## src/rtl/arbitro_senales.sv

```systemverilog
// Round-robin arbiter sharing one output channel among requesters I1, I2, D1, D2.
// Grants end on done, on a dropped request or on a programmable hold timeout.
module arbitro_senales #(
  parameter int unsigned TMAX = 8
) (
  input  logic       clk,
  input  logic       reset,
  input  logic       I1,
  input  logic       I2,
  input  logic       D1,
  input  logic       D2,
  input  logic       done,
  output logic [3:0] gnt,
  output logic       busy,
  output logic       timeout,
  output logic [1:0] Spres,
  output logic [1:0] Sfut
);

  typedef enum logic [1:0] {
    IDLE    = 2'b00,
    GRANT   = 2'b01,
    RELEASE = 2'b10
  } state_t;

  localparam logic [7:0] CNT_LAST = 8'(TMAX - 1);

  state_t     state;
  state_t     state_nx;
  logic [3:0] req;
  logic [1:0] last;
  logic [1:0] win;
  logic [1:0] winner;
  logic [1:0] idx;
  logic [7:0] cnt;
  logic       any_req;
  logic       own_req;
  logic       hit_limit;
  logic       exit_grant;
  logic       exit_by_time;

  assign req     = {D2, D1, I2, I1};
  assign any_req = |req;
  assign own_req = req[win];

  // Rotating priority: scan from last+1 downward in distance so the nearest
  // requester after the previous grantee is the last one written.
  always_comb begin
    // NOTE: every always_comb variable gets a default first so no latch is inferred.
    winner = last + 2'd1;
    idx    = 2'd0;
    for (int k = 3; k >= 0; k--) begin
      idx = last + 2'(k) + 2'd1;
      if (req[idx]) winner = idx;
    end
  end

  assign hit_limit    = (cnt == CNT_LAST);
  assign exit_grant   = done | ~own_req | hit_limit;
  // Timeout is flagged only when the counter alone ended the grant.
  assign exit_by_time = hit_limit & ~done & own_req;

  always_comb begin
    state_nx = IDLE;
    case (state)
      IDLE:    state_nx = any_req ? GRANT : IDLE;
      GRANT:   state_nx = exit_grant ? RELEASE : GRANT;
      RELEASE: state_nx = IDLE;
      default: state_nx = IDLE;
    endcase
  end

  assign Sfut  = state_nx;
  assign Spres = state;

  // NOTE: asynchronous reset clears every register, outputs included, without a clock.
  always_ff @(posedge clk or negedge reset) begin
    if (!reset) begin
      state   <= IDLE;
      gnt     <= 4'b0000;
      busy    <= 1'b0;
      timeout <= 1'b0;
      cnt     <= 8'd0;
      last    <= 2'd3;
      win     <= 2'd0;
    end else begin
      // NOTE: sequential state uses non-blocking assignments so all registers
      // update together from pre-edge values.
      state   <= state_nx;
      timeout <= 1'b0;
      case (state)
        IDLE: begin
          if (any_req) begin
            gnt  <= 4'b0001 << winner;
            win  <= winner;
            cnt  <= 8'd0;
            busy <= 1'b1;
          end
        end
        GRANT: begin
          if (exit_grant) begin
            gnt     <= 4'b0000;
            busy    <= 1'b0;
            timeout <= exit_by_time;
            last    <= win;
          end else begin
            cnt <= cnt + 8'd1;
          end
        end
        RELEASE: begin
          gnt  <= 4'b0000;
          busy <= 1'b0;
        end
        default: begin
          gnt  <= 4'b0000;
          busy <= 1'b0;
        end
      endcase
    end
  end

endmodule

```

## config.mk

```make
export PLATFORM = sky130hd
export DESIGN_NAME = arbitro_senales
export DESIGN_NICKNAME = d
export VERILOG_FILES = /design/src/rtl/arbitro_senales.sv
export SDC_FILE = /design/constraint.sdc
export NUM_CORES = 1
export LEC_CHECK = 0
export ABC_AREA = 1
export BUFFER_PORTS_ARGS = -buffer_cell sky130_fd_sc_hd__buf_2
export CAP_MARGIN = 0
export CORE_MARGIN = 10
export CORE_UTILIZATION = 51
export DETAILED_ROUTE_END_ITERATION = 12
export PLACE_DENSITY = 0.75
export SETUP_SLACK_MARGIN = 0.15
export SLEW_MARGIN = 10
export SYNTH_ARGS = -nofsm -noshare
export SYNTH_HDL_FRONTEND = slang
export SYNTH_SLANG_ARGS = --single-unit
export TNS_END_PERCENT = 100
```

## constraint.sdc

```tcl
create_clock -name clk -period 1.6 [get_ports clk]
set_input_delay 0.32 -clock clk [delete_from_list [all_inputs] [get_ports clk]]
set_output_delay 0.32 -clock clk [all_outputs]
set_load 0.01 [all_outputs]
```

Yosys cells after proc, flatten, opt, wreduce, memory -nomap -nowiden

Cells that the tools add are included.

Output and inout bits: 10
Register bits: 20
Bits of input ports: 7

Add/sub/neg operators: 7
Reduce and logical (&&, ||, !) cells: 7
Bitwise operators: 6
Muxes and demuxes: 28
Eq/ne operators: 5
Order comparisons: 5
Shift-type cells: 1

Operators with widths:

| kind                  | number |
|---|---|
| $mux W8               | 2 |
| $pmux W8 S2           | 1 |
| $lt A2 B3 Y1 const B  | 5 |
| $bmux W1 S2           | 5 |
| $mux W1               | 10 |
| $mux W2               | 5 |
| $add A2 B1 Y2 const B | 4 |
| $add A8 B1 Y8 const B | 1 |
| $eq A8 B3 Y1 const B  | 1 |
| $mux W4               | 2 |
| $pmux W4 S2           | 1 |
| $ne A2 B2 Y1 const B  | 3 |
| $reduce_and A2 Y1     | 3 |
| $add A2 B2 Y2 const B | 2 |
| $pmux W2 S2           | 1 |
| $reduce_or A4 Y1      | 1 |
| $shl A1 B2 Y4 const A | 1 |
| $reduce_and A3 Y1     | 1 |
| $and A1 B1 Y1         | 2 |
| $eq A2 B1 Y1 const B  | 1 |
| $logic_not A2 Y1      | 1 |
| $not A1 Y1            | 2 |
| $or A1 B1 Y1          | 2 |
| $pmux W1 S2           | 1 |
| $reduce_bool A2 Y1    | 1 |

Depth between registers and ports, before layout

Word-level depth: 11
Depth in mapped cells: 13

Least setup slack after synthesis

OpenSTA, ideal clock, no wires.

Path kind: flip-flop to output port
From: register cnt[0]
To: output Sfut[0]
Path buffers: 1
Stages on the path, launching flop included: 8
Setup slack: 0.040 ns
Arrival: 1.240 ns
Cells stage by stage: dfrtp_1 ha_1 nand2_1 clkinv_1 nand4_4 nand3_4 nand2_4 buf_6

Cells in the longest elaborated chain, start to end: 4

Ends and longest elaborated chain:

| what                     | RTL line | RTL |
|---|---|---|
| start: declaration       | 35       | `logic [7:0] cnt;` |
| start signal: assignment | 107      | `cnt <= cnt + 8'd1;` |
| $eq A8 B3 Y1             | 58       | `assign hit_limit = (cnt == CNT_LAST);` |
| $or A1 B1 Y1             | 59       | `assign exit_grant = done \| ~own_req \| hit_limit;` |
| $mux W2                  | 67       | `GRANT: state_nx = exit_grant ? RELEASE : GRANT;` |
| $pmux W2 S2              | 65       | `case (state)` |
| end: declaration         | 17       | `output logic [1:0] Sfut` |

Every way passes these cells.

Final worst setup path

From: register win[0]
To: output Sfut[1]

Cells in the longest elaborated chain, start to end: 7

Ends and longest elaborated chain:

| what                          | RTL line | RTL |
|---|---|---|
| start: declaration            | 32       | `logic [1:0] win;` |
| start signal: assignment      | 95       | `win <= winner;` |
| $bmux W1 S2                   | 44       | `assign own_req = req[win];` |
| $mux W1 (not written as such) | 44       |  |
| $not A1 Y1                    | 59       |  |
| $or A1 B1 Y1 (2 in series)    | 59       |  |
| $mux W2                       | 67       |  |
| $pmux W2 S2                   | 65       |  |

Every way passes these cells. The select of a mux whose other input is x is not followed.

==> impl_metrics.tcl <==
set metrics [dict create \
    final_util 0.830 \
    routedWlPerCell_um 19.1 \
    die_h_um 70.1 \
    ir_drop_mv 2.06 \
    io_buffers 16 \
    intPower_uw 2250 \
    post-place-ws_ns 0.0376 \
    critical-path-top-delay-family "simple AND/OR/NAND/NOR gates" \
    rsz0062_at_grt "yes" \
    finalHoldViolCount 0 \
    synth_fp_nets 182 \
    hp-class "in -> reg" \
    mostFrequentLayoutCell "nand2_1" \
    die_w_um 70.1 \
    place_congestion 0.880 \
    synth.avg_cell_area_sq_um 7.35 \
    drv_slew 0 \
    status "finished, violations left" \
    synthCells 174 \
    first_iter_violations 127 \
    area_delta_synth_final_pct 57.8 \
    crit_chain "nand2_1 > o211ai_1 > nand2_1 > inv_2 > nor2_4 > nand2_2 > nand2_2 > inv_2 > buf_6" \
    cts_sinks 20 \
    crit_path_end_kind "output pin" \
    crit_buf_inv 3 \
    synth_area_sq_um 1280 \
    die_area_sq_um 4910 \
    yosysWarningCount 0 \
    grt-ovfl-total 0 \
    powerDensity_nw_per_um2 2200 \
    fin_skew_ns 0.0123 \
    period_minus_slack_ns 2.03 \
    drc 0 \
    root_buffer "clkbuf_4" \
    violations "negative setup slack" \
    switching_share 0.493 \
    maxCapViolCount 0 \
    clkTransAtPathRegs_ns 0.13 \
    min_path_cells 2 \
    cpPeakStageDelay_ns 0.47 \
    p_sw_uw 2190 \
    hold_end "timeout" \
    synth_cell_types 28 \
    final_layout_size_suffix_gt1_frac 0.566 \
    fp-row-count 18 \
    antenna_found_initial 1 \
    fin_nets 237 \
    path_class "reg -> out" \
    final_cell_mix "35 x nand2_1, 24 x nand2_2, 24 x buf_4" \
    power_frac_comb 0.748 \
    worstPathArrival_ns 1.71 \
    htreeDepth 1 \
    cts_buffers 3 \
    routed_wl_um 4940 \
    timing.fmax_ghz 0.493 \
    vias 1480 \
    reg2reg_to "cnt[1]" \
    final-setup-viol-count 21 \
    setup_ws_ns -0.429 \
    place_hpwl_um 2220 \
    path_max_fanout 5 \
    grt_max_degree 21 \
    hold-worst-slack_ns 0.208 \
    n_antenna_cell 0 \
    crit_required_ns 1.28 \
    design.core.area_sq_um 2430 \
    clockPowerShare 0.073 \
    ys_ff_latch 20 \
    slew_headroom 0.658 \
    track_usage 0.167 \
    clockBufferDepth 2 \
    grt_pass1_wl_um 6820 \
    cp-start-kind "register" \
    finalSetupTns_ns -3.50 \
    floorplan.io_pins 17 \
    start_util 0.526 \
    drt-vias-per-instance 5.74 \
    tightest_slew_ns 0.512 \
    grt_pass1_vias 1444 \
    ant_nets 0 \
    cts_tree "built" \
    hold_start "done" \
    ys_seq_area_frac 0.393 \
    fin_crit_sh 1.27 \
    rrSetupSlack_ns -0.26 \
    cp_slowest_cell "dfrtp_1" \
    dr.pass1.iters 4 \
    r2r_cells 12 \
    clock_latency_ns 0.33 \
    cellLeakagePower_uw 0.00107 \
    reg2reg_from "win[0]" \
    seq_power_share 0.179 \
]
[registers in the layout, indices dropped and copies added (netlist names)]
register,flops
cnt,8
gnt,4
Spres,2
last,2
win,2
busy,1
timeout,1
[power groups by stage]
stage / registers [uW] / logic, uW / clock network (uW)
2_1_floorplan: 798 / 1200 / 0
3_3_place_gp: 805 / 1540 / 0
3_5_place_dp: 811 / 1580 / 0
4_1_cts: 770 / 2560 / 316
5_1_grt: 814 / 3520 / 332
6_report: 796 / 3320 / 324
[how the worst max path moves through the flow]
| stage | start | to | cells after the start |
|---|---|---|---|
| after detailed placement | last[0] | gnt[0] | 12 |
| after global routing | win[0] | Sfut[1] | 9 |
| after floorplan | cnt[0] | Sfut[0] | 7 |
| after CTS | win[0] | Sfut[1] | 9 |
| final | win[0] | Sfut[1] | 9 |
| after global placement | cnt[1] | Sfut[1] | 8 |
[cell usage after synthesis, drive strengths merged]
cell / number / share of area
o21ai: 8 / 0.034
xor2: 3 / 0.021
clkinv: 1 / 0.0029
o211ai: 2 / 0.012
mux2i: 1 / 0.0078
nor4: 1 / 0.0049
nor2: 15 / 0.052
nand3: 14 / 0.068
buf: 2 / 0.018
inv: 23 / 0.071
dfrtp: 18 / 0.35
nor3: 3 / 0.016
ha: 1 / 0.0098
nand4: 4 / 0.031
dfstp: 2 / 0.041
nand2: 76 / 0.26
[repair_timing]
item | 4_1_cts | 5_1_grt
pin swaps | 24 | 24
buffers inserted | 21 | 8
hold buffers | 1 | 0
gates cloned | 1 | 0
setup endpoints to repair | 15 | 21
endpoints found under the hold margin | 18 | 0
gates resized for setup | 49 | 32
[cell type report]
class | count | area (sq um)
Timing Repair Buffer | 52 | 439
Multi-Input combinational cell | 128 | 891
Inverter | 24 | 111
Clock buffer | 4 | 36.3
Sequential cell | 20 | 503
Fill cell | 126 | 414
Tap cell | 30 | 37.5
[cell families after synthesis]
family / synth area share
AO/OA/AOI/OAI: 0.0460
XOR/XNOR: 0.0206
adder cells (fa/ha/maj): 0.00978
buffers and inverters: 0.0920
flip-flops: 0.393
multiplexers: 0.00783
AND/OR/NAND/NOR: 0.431
[through the flow]
step / instances / area, sq um / power (uW)
final: 258 / 2020 / 4440
after global routing: 258 / 2020 / 4670
after CTS: 250 / 1830 / 3650
after detailed placement: 223 / 1420 / 2390
after global placement: 223 / 1420 / 2340
after floorplan: 174 / 1280 / 1990
[per-layer routing]
| metal | share of wire | track usage | wire (um) | up-vias |
|---|---|---|---|---|
| li1 | - | - | - | 655 |
| met1 | 0.38 | 0.173 | 1880 | 701 |
| met2 | 0.49 | 0.302 | 2410 | 89 |
| met3 | 0.067 | 0.0395 | 333 | 33 |
| met4 | 0.061 | 0.0855 | 301 | 2 |
| met5 | 0.0047 | 0 | 23 | - |
No activity file was read; power rests on OpenSTA's default activity.
